File: config.mk
export PLATFORM = sky130hd
export DESIGN_NAME = mem_access_unit
export DESIGN_NICKNAME = d
export VERILOG_FILES = /design/src/rtl/mem_access_unit.sv
export SDC_FILE = /design/constraint.sdc
export NUM_CORES = 1
export LEC_CHECK = 0
export BUFFER_PORTS_ARGS = -buffer_cell sky130_fd_sc_hd__buf_2
export CELL_PAD_IN_SITES_DETAIL_PLACEMENT = 1
export CELL_PAD_IN_SITES_GLOBAL_PLACEMENT = 1
export CORE_MARGIN = 2
export CORE_UTILIZATION = 42
export DETAILED_ROUTE_END_ITERATION = 6
export GPL_ROUTABILITY_DRIVEN = 0
export PLACE_DENSITY_LB_ADDON = 0.3
export SKIP_LAST_GASP = 1
export SYNTH_ARGS = -nofsm -noshare
export SYNTH_HDL_FRONTEND = slang
export SYNTH_SLANG_ARGS = --single-unit
File: constraint.sdc
create_clock -name clk -period 6 [get_ports clk]
set_clock_uncertainty 0.05 [all_clocks]
set_input_delay 1.2 -clock clk [delete_from_list [all_inputs] [get_ports clk]]
set_output_delay 1.2 -clock clk [all_outputs]
set_load 0.005 [all_outputs]
File: src/rtl/mem_access_unit.sv
// Load/store access sequencer between the MEM stage and a data memory.
// A misaligned access is split into two word beats; the pipeline is stalled until the access completes.
module mem_access_unit #(
  parameter int TIMEOUT = 16
) (
  input  logic        clk,
  input  logic        reset,
  input  logic        i_req,
  input  logic        i_write,
  input  logic [1:0]  i_memSize,
  input  logic [31:0] i_addr,
  input  logic [31:0] i_writeData,
  input  logic        i_memReady,
  input  logic [31:0] i_memReadData,
  output logic        o_memReq,
  output logic        o_memWrite,
  output logic [31:0] o_memAddr,
  output logic [3:0]  o_memByteEn,
  output logic [31:0] o_memWriteData,
  output logic        o_stall,
  output logic [31:0] o_readData,
  output logic        o_fault
);

  localparam int CW = (TIMEOUT > 1) ? $clog2(TIMEOUT) : 1;

  typedef enum logic [1:0] {IDLE, ACC1, ACC2, DONE} state_t;

  state_t      state, state_nxt;
  logic        wr_q;
  logic [1:0]  size_q;
  logic [31:0] addr_q;
  logic [31:0] wdata_q;
  logic [31:0] beat1_q;
  logic [31:0] rdata_q;
  logic        fault_q;
  logic [CW-1:0] wait_cnt;

  logic [1:0]  off;
  logic [4:0]  sh_bits;
  logic [2:0]  nbytes;
  logic [3:0]  mask_n;
  logic [7:0]  lane_mask;
  logic [63:0] wdata_sh;
  logic [31:0] first_addr;
  logic        split;
  logic        timeout;
  logic [31:0] load_lo;
  logic [31:0] load_hi;
  logic [31:0] load_mask;
  logic [31:0] load_word;

  // Access geometry, derived from the captured request only.
  always_comb begin
    off = addr_q[1:0];
    sh_bits = {off, 3'b000};
    unique case (size_q)
      2'b00:   begin nbytes = 3'd1; mask_n = 4'b0001; end
      2'b01:   begin nbytes = 3'd2; mask_n = 4'b0011; end
      default: begin nbytes = 3'd4; mask_n = 4'b1111; end
    endcase
    lane_mask  = {4'b0000, mask_n} << off;
    wdata_sh   = {32'h0, wdata_q} << sh_bits;
    first_addr = {addr_q[31:2], 2'b00};
    split      = ({2'b00, off} + {1'b0, nbytes}) > 4'd4;
    load_mask  = {{8{mask_n[3]}}, {8{mask_n[2]}}, {8{mask_n[1]}}, {8{mask_n[0]}}};
  end

  // Load assembly: the low word comes from beat 1 (held in beat1_q once a second beat is running).
  always_comb begin
    load_lo = (state == ACC2) ? beat1_q : i_memReadData;
    load_hi = (state == ACC2) ? i_memReadData : 32'h0;
    load_word = ((load_lo >> sh_bits) | (load_hi << (6'd32 - {1'b0, sh_bits}))) & load_mask;
  end

  assign timeout = (wait_cnt == CW'(TIMEOUT - 1)) && !i_memReady;

  always_ff @(posedge clk or posedge reset) begin
    if (reset) state <= IDLE;
    else       state <= state_nxt;
  end

  // NOTE: every output and next-state term gets a default before the case, so no latch can be inferred.
  always_comb begin
    state_nxt      = state;
    o_memReq       = 1'b0;
    o_memWrite     = 1'b0;
    o_memAddr      = 32'h0;
    o_memByteEn    = 4'b0000;
    o_memWriteData = 32'h0;
    o_stall        = 1'b0;
    unique case (state)
      IDLE: begin
        // Gated by reset so the stall drops the instant reset is asserted.
        o_stall = i_req && !reset;
        if (i_req) state_nxt = ACC1;
      end
      ACC1: begin
        o_memReq       = 1'b1;
        o_memWrite     = wr_q;
        o_memAddr      = first_addr;
        o_memByteEn    = lane_mask[3:0];
        o_memWriteData = wdata_sh[31:0];
        o_stall        = 1'b1;
        if (i_memReady)   state_nxt = split ? ACC2 : DONE;
        else if (timeout) state_nxt = DONE;
      end
      ACC2: begin
        o_memReq       = 1'b1;
        o_memWrite     = wr_q;
        o_memAddr      = first_addr + 32'd4;
        o_memByteEn    = lane_mask[7:4];
        o_memWriteData = wdata_sh[63:32];
        o_stall        = 1'b1;
        if (i_memReady || timeout) state_nxt = DONE;
      end
      DONE:    state_nxt = IDLE;
      default: state_nxt = IDLE;
    endcase
  end

  // NOTE: sequential state uses non-blocking assignments so every register samples pre-edge values.
  always_ff @(posedge clk or posedge reset) begin
    if (reset) begin
      wr_q     <= 1'b0;
      size_q   <= 2'b00;
      addr_q   <= 32'h0;
      wdata_q  <= 32'h0;
      beat1_q  <= 32'h0;
      rdata_q  <= 32'h0;
      fault_q  <= 1'b0;
      wait_cnt <= '0;
    end else begin
      fault_q <= 1'b0;
      unique case (state)
        IDLE: begin
          wait_cnt <= '0;
          if (i_req) begin
            wr_q    <= i_write;
            size_q  <= i_memSize;
            addr_q  <= i_addr;
            wdata_q <= i_writeData;
            rdata_q <= 32'h0;
          end
        end
        ACC1, ACC2: begin
          if (i_memReady) begin
            wait_cnt <= '0;
            if (state == ACC1 && split) beat1_q <= i_memReadData;
            else                        rdata_q <= wr_q ? 32'h0 : load_word;
          end else if (timeout) begin
            wait_cnt <= '0;
            rdata_q  <= 32'h0;
            fault_q  <= 1'b1;
          end else begin
            wait_cnt <= wait_cnt + CW'(1);
          end
        end
        DONE:    rdata_q <= 32'h0;
        default: rdata_q <= 32'h0;
      endcase
    end
  end

  assign o_readData = rdata_q;
  assign o_fault    = fault_q;

endmodule

==> results of run 1 <==
## Yosys cell counts (9+ instances only)
cell       number
nor2b_1        22
ha_1            9
o22ai_1         9
clkbuf_1       37
a22o_1         25
o32ai_1         9
dfrtp_1       138
o211ai_1       10
inv_1          10
o2bb2ai_1      24
nor2_1         32
a31oi_1        12
a21oi_1        17
a32oi_1        22
a22oi_1        16
o21ai_0        23
and2_1         17
nand2_1        85
and3_1         13
mux2i_1        63
mux2_2        128
buf_2          27
nand3_1        30
## worst min-delay path by stage
stage                      to  cells after the start
2_1_floorplan     beat1_q[17]                      1
3_3_place_gp      beat1_q[17]                      1
3_5_place_dp   o_readData[30]                      1
4_1_cts        o_readData[30]                      1
5_1_grt        o_readData[30]                      1
6_report       o_readData[30]                      1
## per-stage QoR
stage | setup WS (ps) | cells
after floorplan | 232 | 897
after global placement | 1990 | 1306
after detailed placement | 1850 | 1306
after CTS | 1400 | 1338
after global routing | 1170 | 1340
final | 1370 | 1342
## flip-flops by register name (all words and copies together), names as in the netlist
name and flops:
addr_q 32, wr_q 1, o_fault 1, o_readData 32, size_q 2, state 2, beat1_q 32, wait_cnt 4
wdata_q 32
## cell type report
type	count	area (µm²)	share of cell area (%)
antenna	4	10.0	0.0930
sequential	138	3460	32.1
tap	275	344	3.20
inverter	11	46.3	0.430
clock inverter	12	138	1.28
multi-input combinational	667	5220	48.5
clock buffer	20	447	4.15
timing repair buffer	215	1100	10.3
## cell usage in the layout (no fill, tap or decap), types with 7 or more instances in the layout
cell type	count
a31oi_1	12
mux2_2	128
a22oi_1	16
nor2b_1	22
o22ai_1	9
nor4_1	7
buf_4	11
mux2i_1	63
dfrtp_1	136
o32ai_1	9
and3_1	13
a2bb2oi_1	8
o2bb2ai_1	24
nand3_1	30
a22o_1	25
o21ai_0	23
and2_1	17
ha_1	8
inv_1	9
a32oi_1	22
a21oi_1	17
nor2_1	32
nand4_1	8
o211ai_1	10
nand2_1	84
buf_2	204
clkbuf_16	17
## critical path, cell delays in order (launching register included)
cell and delay (ps):
dfrtp_2 880, buf_4 460, nand2_1 310, nor2_1 800, a22oi_1 240, nor2b_1 140
buf_2 110
## power by group
group          switching (mW)  total [mW]  leakage, nW  internal, mW
registers               0.524        1.87         1.72          1.35
logic                    1.86        3.37         2.95          1.52
clock network           0.437        1.06        0.282         0.628
total                    2.82        6.31         4.96          3.49
## kinds of logic (layout without fill, tap and decap cells)
group | Yosys count | after routing
AO/OA/AOI/OAI | 210 | 210
XOR/XNOR | 4 | 4
adder cells (fa/ha/maj) | 10 | 10
buffers and inverters | 92 | 258
flip-flops | 138 | 138
multiplexers | 195 | 195
other | 1 | 6
AND/OR/NAND/NOR | 246 | 246
## routing by layer
metal	GRT usage [%]	up-vias
met1	36.8	4001
met5	0	-
met3	4.34	35
met4	8.55	2
met2	40.0	258
li1	-	3724
==> metrics, run 1 <==
Post-Synth Simple-Gate Area 14.0%; Setup crit end kind output port; hold path start o_readData[30]; synthesized area approximately 9000 µm²; fin crit share 77.2%; met1 WL approximately 13000 µm; Design Area, Final about 11000 µm²; Synth area leaders dfrtp_1, mux2_2, mux2i_1; Vias roughly 8000; Die Y-Extent around 150 µm; RSZ-0062 raised after global routing no; first-pass GRT wire length ~46000 µm; die area 22800 µm²; Max clock buf depth 2; FMAX around 220 MHz; Overflow after GRT 0; Post-Synthesis Cells 896; WP data required about 4800 ps; sequential fraction of the synthesis area 38.0%; Residual DRC 0; final number of hold-violating endpoints 0; Min Hold Slack 441 ps; CTS buffer count 17; worst rel slew slack roughly a quarter; async set-reset flop share out of synthesis 100%; CP Launch Point addr_q[1]; RR Startpoint addr_q[0]; Synth cell types just under 70; ys flop type dfrtp_1; post-layout min period approximately 4600 ps; worst-path maximum fanout 39; DP HPWL 20100 µm; Synth Register Bits 138; startpoint types flip-flop; Initial Util between 40% and 50%; Resized Gates After CTS 0; Cell Rows 53; mean post-synth cell area around 10 µm²; Clk pin slew, worst setup/hold paths 70 ps; Final TNS setup 0 ps; end point of the critical path o_memWriteData[21]; worst reg2reg path depth 8; vias in the first global route ~8100; outcome finished clean; FF-to-FF End o_readData[13]; core area 21200 µm²; mux share of post-synthesis cell area around a quarter; post-DR wirelength/cell between 20 and 25 µm; Vias/cell around 6.0; pwr dens a little under 600 nW/µm²; post-route ant nets 0; CTS tree done; PnR Total Power approximately 6.3 mW; VDD IR max approximately 0.27 mV; Worst Setup Path Type reg2out; clock sink count around 140; Post-Synth Adder-Cell Area between 1 and 1.5%; initial antenna violation count 4; combinational family with the most area after synthesis multiplexers; actual slew at the worst max-slew pin approximately 1100 ps; I/O pins between 200 and 250; WL final approximately 29000 µm; Synth Area in XOR/XNOR less than 1%; Arrival @ worst endpoint between 3000 and 4000 ps; fin. max-slew vios 0; Port Buf Inserts roughly 200; CTS H-tree lvls 4; Util after Layout between 50% and 60%; DRT Pass-1 Iters 5; Top Layer Used met5; buffer count from post-CTS setup fixing 0; nets 1163; hold-fix buffers at CTS 0; met2 routed WL approximately 13000 µm; clock root cell clkbuf_16; Area Growth Syn to Fin 18.5%; class of the worst hold path reg2reg; GRT Resource Usage Total around 26%; top cell type's share of synthesized area 38.0%; Yosys warnings 0; final setup fails 0; fraction of layout cells with a size suffix above 1 37.5%; worst skew pair latency between 400 and 500 ps; die outline width between 150 and 200 µm; met3 WL approximately 1800 µm; largest net degree at the start of global routing between 70 and 80; reg2reg setup slack a little over 2000 ps; max cap viols 0; compound-gate portion of the synthesized area between 15 and 20%; EDFF count, synth 0; Placed Area around 10000 µm²; final-layout fill cell count between 2000 and 2500; leakage approximately 5.0 nW; Detailed Route Iter0 Violations around 500; largest area contributor in the netlist dfrtp_1
Power figures use the tool's default switching activity.
==> run 2, diff against run 1 <==
==> constraint.sdc (replaced) <==
create_clock -name clk -period 4.4 [get_ports clk]
set_clock_uncertainty 0.05 [all_clocks]
set_input_delay 0.88 -clock clk [delete_from_list [all_inputs] [get_ports clk]]
set_output_delay 0.88 -clock clk [all_outputs]
set_load 0.005 [all_outputs]
==> run 2 against run 1 <==
  * Design area up 0.91%
  * Clock power rose by 43%
  * Setup slack worse by 920 ps
  * Cell count grew 0.37%
  * First-iteration DRC count fell by 9.8%
  * Via count grew 1.1%
  * Routed wire length up 1.4%
  * Critical path type unchanged
  * Critical endpoint is now o_memAddr[14]
==> metrics, run 2 (synthesis gave the netlist of run 1 again) <==
Clock power frac 17.3% (+0.4 points); Place WS 895 ps (-953 ps); GRT Resource Usage Total 26.3% (+0.46 points); RSZ-0062 raised after global routing no; core area 21200 µm² (unchanged); Clk pin slew, worst setup/hold paths 70 ps (about the same); DP HPWL 20900 µm (+4.3%); net switching power 3.90 mW (+38%); Port Buf Inserts 204 (unchanged); PnR Total Power 8.78 mW (+39%); fin. max-slew vios 0 (unchanged); worst rel slew slack 28.9% (+3.9 points); Vias 8106 (+1.1%); post-DR wirelength/cell 21.9 µm (+1.0%); Detailed Route Iter0 Violations 459 (-9.8%); first-pass GRT wire length 46700 µm (+2.2%); reg2reg setup slack 1050 ps (-1000 ps); max cap viols 0 (unchanged); WL final 29500 µm (+1.4%); Arrival @ worst endpoint 3020 ps (-360 ps); buffer count from post-CTS setup fixing 0 (unchanged); Vias/cell 6.02 (+0.70%); GR Util met1 36.1% (-0.73 points); sw frac 44.4% (-0.25 points); post-route ant nets 0 (unchanged); final number of hold-violating endpoints 0 (unchanged); clock root cell clkbuf_16; most frequent cells in the layout buf_2, dfrtp_1, mux2_2; nets 1171 (+0.69%); hold path start o_readData[27]; Area Growth Syn to Fin 19.5%; Max clock buf depth 2 (unchanged); initial antenna violation count 0 (-4); hold-fix buffers at CTS 0 (unchanged); startpoint types flip-flop; outcome finished clean; leakage 5.01 nW (+1.0%); Overflow after GRT 0 (unchanged); fraction of layout cells with a size suffix above 1 38.1% (+0.56 points); die area 22800 µm² (unchanged); Min Hold Slack 436 ps (-5.03 ps); worst skew pair latency 430 ps (about the same); DRT Pass-1 Iters 5 (unchanged); largest net degree at the start of global routing 76 (unchanged); commonest non-fill, non-tap cell in the layout buf_2; class of the worst hold path reg2reg; worst-path maximum fanout 20 (-49%); VDD IR max 0.320 mV (+20%); met2 Usage GRT 42.6% (+2.6 points); vias in the first global route 8311 (+2.4%); FF-to-FF End o_readData[18]; final setup fails 0 (unchanged); Die Y-Extent 151 µm (unchanged); hold-critical path endpoint o_readData[27]; worst reg2reg path depth 7 (-1); Final TNS setup 0 ps (unchanged); Initial Util 42.9% (unchanged); combinational share of power 53.6% (about the same); Resized Gates After CTS 0 (unchanged); clock sink count 138 (unchanged); fin crit share ~90%; Cell Rows 53 (unchanged); grt peak-use layer met2; CTS tree done; final-layout fill cell count 2395 (-1.3%); pwr dens 809 nW/µm² (+38%); RR Startpoint addr_q[0]; CP peak stage delay 610 ps (-270 ps); actual slew at the worst max-slew pin 1060 ps (-66.9 ps); Setup crit end kind output port; worst-path cell chain inv_1, ha_2, nand2_1, nor4_1, a41oi_1, a31oi_1, buf_2; CP max stage cell nor4_1; post-layout min period ~4000 ps; Seq pwr share 29.1% (-0.6 points); WP data required 3470 ps (-1280 ps); Residual DRC 0 (unchanged); Worst Setup Path Type reg2out; I/O pins 207 (unchanged); FMAX 253 MHz; GR Util met3 5.24% (+0.90 points); die outline width 151 µm (unchanged); setup ws final 448 ps (-923 ps); CTS buffer count 17 (unchanged); Internal 4.88 mW (+40%); WHS Path Cells 1 (unchanged); CTS H-tree lvls 4 (unchanged)
==> run 2: cell types whose count changed in the layout (fill, tap and decap cells not counted), sizes merged <==
cell	before	now
buf	215	223
bufinv	2	3
clkinv	4	3
clkinvlp	2	4
diode	4	1
inv	15	13
==> run 2: layout make-up <==
class,count,area (µm²),share of cell area (%)
diodes,1,2.50,0.0230
clock buffers,20,457,4.21
clock inverters,12,161,1.49
inverters,11,45.0,0.415
multi-input cells,667,5220,48.0
flip-flops and latches,138,3460,31.8
well taps,275,344,3.17
repair buffers,223,1180,10.8
==> run 2: worst max-delay path by stage <==
stage,start,endpoint,slack (ps)
2_1_floorplan,reset,o_stall,110
3_3_place_gp,state[0],o_memAddr[14],980
3_5_place_dp,state[0],o_memAddr[14],900
4_1_cts,state[0],o_memAddr[14],430
5_1_grt,state[0],o_memAddr[14],140
6_report,state[0],o_memAddr[14],450
==> run 2: metrics by stage <==
step	std cells	instance area, µm²	util, %
after detailed placement	1314	10200	48.4
after global routing	1346	10900	51.3
after global placement	1314	10200	48.4
after floorplan	897	9090	-
after CTS	1346	10900	51.3
final	1347	10900	51.3
==> run 2: routing by layer <==
layer,routed length [µm],vias to the layer above
li1,-,3704
met4,516,0
met1,13300,4114
met2,14000,248
met3,1730,40
met5,0,-
==> run 2: power groups by stage <==
stage	combinational [mW]	clock, mW	sequential, mW
final	4.71	1.52	2.55
after global routing	5.13	1.60	2.65
after CTS	4.71	1.55	2.54
after detailed placement	4.66	0	2.56
after global placement	4.55	0	2.52
after floorplan	3.47	0	2.22
==> run 2: worst max-delay path: cells and delay by family, from the launching register on <==
kind / cells / cell delay [ps]
buffers and inverters: 2 / 260
AO/OA/AOI/OAI: 2 / 330
adder cells (fa/ha/maj): 1 / 530
AND/OR/NAND/NOR: 2 / 1050
flip-flops: 1 / 430
==> run 3, diff against run 2 <==
--- a/config.mk
+++ b/config.mk
@@ -5,11 +5,12 @@
 export SDC_FILE = /design/constraint.sdc
 export NUM_CORES = 1
 export LEC_CHECK = 0
+export ABC_AREA = 1
 export BUFFER_PORTS_ARGS = -buffer_cell sky130_fd_sc_hd__buf_2
 export CELL_PAD_IN_SITES_DETAIL_PLACEMENT = 1
 export CELL_PAD_IN_SITES_GLOBAL_PLACEMENT = 1
 export CORE_MARGIN = 2
-export CORE_UTILIZATION = 42
+export CORE_UTILIZATION = 38
 export DETAILED_ROUTE_END_ITERATION = 6
 export GPL_ROUTABILITY_DRIVEN = 0
 export PLACE_DENSITY_LB_ADDON = 0.3
==> run 3 against run 2 <==
  * Sequential cell count unchanged
  * Sequential share of layout area about the same
  * Critical path type unchanged
  * Design area decreased by 0.13%
  * Via count increased by 22%
==> metrics, run 3 <==
top cell type's share of synthesized area 37.9% (-0.14 points); clock sink count 138 (unchanged); outcome finished clean; VDD IR max 0.427 mV (+34%); GR Util met1 32.1% (-3.9 points); clock root cell clkbuf_16; DRT Pass-1 Iters 5 (unchanged); final setup fails 0 (unchanged); worst rel slew slack 37.0% (+8.1 points); Overflow after GRT 0 (unchanged); final number of hold-violating endpoints 0 (unchanged); CTS H-tree lvls 4 (unchanged); Arrival @ worst endpoint 3050 ps (+30 ps); Synth top cells by count nand2_1, nor2_1, dfrtp_1, a21oi_1, inv_1; PnR Total Power 8.68 mW (-1.1%); leakage 5.68 nW (+13%); most frequent cells in the layout nand2_1, buf_2, nor2_1; commonest non-fill, non-tap cell in the layout nand2_1; class of the worst hold path reg2reg; first-pass GRT wire length 53000 µm (+14%); I/O pins 207 (unchanged); max cap viols 0 (unchanged); met2 Usage GRT 45.9% (+3.3 points); GRT Resource Usage Total 26.0% (-0.25 points); synthesized area 9120 µm² (+0.37%); worst skew pair latency 420 ps (about the same); worst-path maximum fanout 26 (+30%); Clk pin slew, worst setup/hold paths 60 ps (about the same); reg2reg setup slack 1230 ps (+180 ps); grt peak-use layer met2; Crit path buffers/inverters 4 (+2); CP most frequent cell inv_1; Synth Register Bits 138 (unchanged); fin. max-slew vios 0 (unchanged); Final Non-Filler Cells 1862 (+38%); CP max stage cell clkinv_1; CP Launch Point state[0]; die area 25200 µm² (+11%); mean post-synth cell area 6.64 µm² (-34%); hold-fix buffers at CTS 0 (unchanged); RSZ-0062 raised after global routing no; final-layout fill cell count 3224 (+35%); vias in the first global route 10200 (+23%); worst-path cell chain inv_1, ha_1, nand2_2, clkinv_1, a21oi_1, nand3_1, nand2_1, inv_1, buf_2; Vias/cell 5.29 (-12%); Vias 9852 (+22%); Area Growth Syn to Fin 18.9%; end point of the critical path o_memAddr[14]; die outline width 159 µm (+5.2%); Design Area, Final 10800 µm² (-0.13%); Synth area leaders dfrtp_1, nand2_1, nor2_1; EDFF count, synth 0 (unchanged); pwr dens 801 nW/µm² (-0.97%); buffer count from post-CTS setup fixing 0 (unchanged); Post-Synthesis Cells 1373 (+53%); largest area contributor in the netlist dfrtp_1; GR Util met3 3.55% (-1.7 points); async set-reset flop share out of synthesis 100% (unchanged); CP delay by family, top buffers and inverters; post-DR wirelength/cell 17.6 µm (-20%); Worst Setup Path Type reg2out; post-route ant nets 0 (unchanged); CP peak stage delay 700 ps (+90 ps); Detailed Route Iter0 Violations 617 (+34%); ys flop type dfrtp_1; Residual DRC 0 (unchanged); placed insts 1830 (+39%); Max clock buf depth 2 (unchanged); Initial Util 38.7% (-4.2 points); largest net degree at the start of global routing 139 (+83%); post-layout min period 3980 ps (+30.9 ps); DP HPWL 23400 µm (+12%); Resized Gates After CTS 0 (unchanged); worst reg2reg path depth 9 (+2); RR Startpoint state[0]; fin crit share 90.5% (+0.70 points); Setup crit end kind output port; Port Buf Inserts 204 (unchanged); Die Y-Extent 159 µm (+5.2%); Synth cell types 39 (-43%); FF-to-FF End o_readData[31]; sequential fraction of the synthesis area 37.9% (-0.14 points); Placed Area 10200 µm² (+0.12%); WL final 32800 µm (+11%); CTS buffer count 17 (unchanged); Final TNS setup 0 ps (unchanged); initial antenna violation count 2 (+2); FMAX 251 MHz (-0.78%); nets 1643 (+40%); Yosys warnings 0 (unchanged); fraction of layout cells with a size suffix above 1 19.2% (-19 points); startpoint types flip-flop; core area 23500 µm² (+11%); WP data required 3470 ps (about the same); Cell Rows 56 (+5.7%); CTS tree done; actual slew at the worst max-slew pin 945 ps (-113 ps); cell with the most instances after synthesis nand2_1; WP depth 9 (+2)
-- run 3: report_power, final --
| group | switching, mW | internal (mW) |
|---|---|---|
| clock network | 0.591 | 0.902 |
| registers | 0.453 | 1.82 |
| logic | 3.36 | 1.57 |
| total | 4.40 | 4.28 |
-- run 3: routing by layer --
metal	part of all wire (%)	wire, µm
met1	43	14100
met2	50	16400
met3	3.9	1270
met4	3.1	1020
met5	0	0
-- run 3: logic make-up (layout without fill, tap and decap cells) --
group | Yosys count | in the layout | synth area share, %
simple gates | 704 | 704 | 31.9
fa+ha+maj | 10 | 10 | 1.45
compound gates | 305 | 305 | 18.0
flops | 138 | 138 | 37.9
buf+inv | 205 | 372 | 9.55
xor+xnor | 1 | 1 | 0.0961
other cells | 1 | 4 | 0.0411
mux | 9 | 9 | 1.11
-- run 3: stage by stage --
step | setup WS, ps | hold WS, ps | util (%)
6_report | 417 | 431 | 46.1
5_1_grt | 175 | 450 | 46.1
4_1_cts | 408 | 431 | 46.0
3_5_place_dp | 879 | 417 | 43.5
3_3_place_gp | 993 | 413 | 43.5
2_1_floorplan | 314 | 403 | -
-- run 3: how the worst min path moves through the flow --
stage | start | end | slack (ps) | depth (start not counted)
global placement | o_readData[25] | o_readData[25] | 410 | 2
floorplan | beat1_q[20] | beat1_q[20] | 400 | 2
detailed placement | o_readData[21] | o_readData[21] | 420 | 2
finish | o_readData[21] | o_readData[21] | 430 | 2
global route | o_readData[21] | o_readData[21] | 450 | 2
CTS | o_readData[21] | o_readData[21] | 430 | 2
-- run 3: layout make-up --
type | instances | area (µm²) | share of cell area [%]
multi-input cells | 1031 | 4810 | 44.3
flip-flops and latches | 138 | 3460 | 31.9
repair buffers | 212 | 1090 | 10.1
inverters | 130 | 494 | 4.56
clock buffers | 19 | 443 | 4.08
well taps | 319 | 399 | 3.68
clock inverters | 11 | 146 | 1.35
diodes | 2 | 5.00 | 0.0462
-- run 3: worst register-to-register path, stage by stage (launching register included) --
cell and delay (ps):
dfrtp_1 420, inv_1 130, ha_2 200, buf_4 480
inv_2 530, nor2_1 610, o211ai_1 230, nand2_1 120
a21oi_1 140, o21ai_0 180
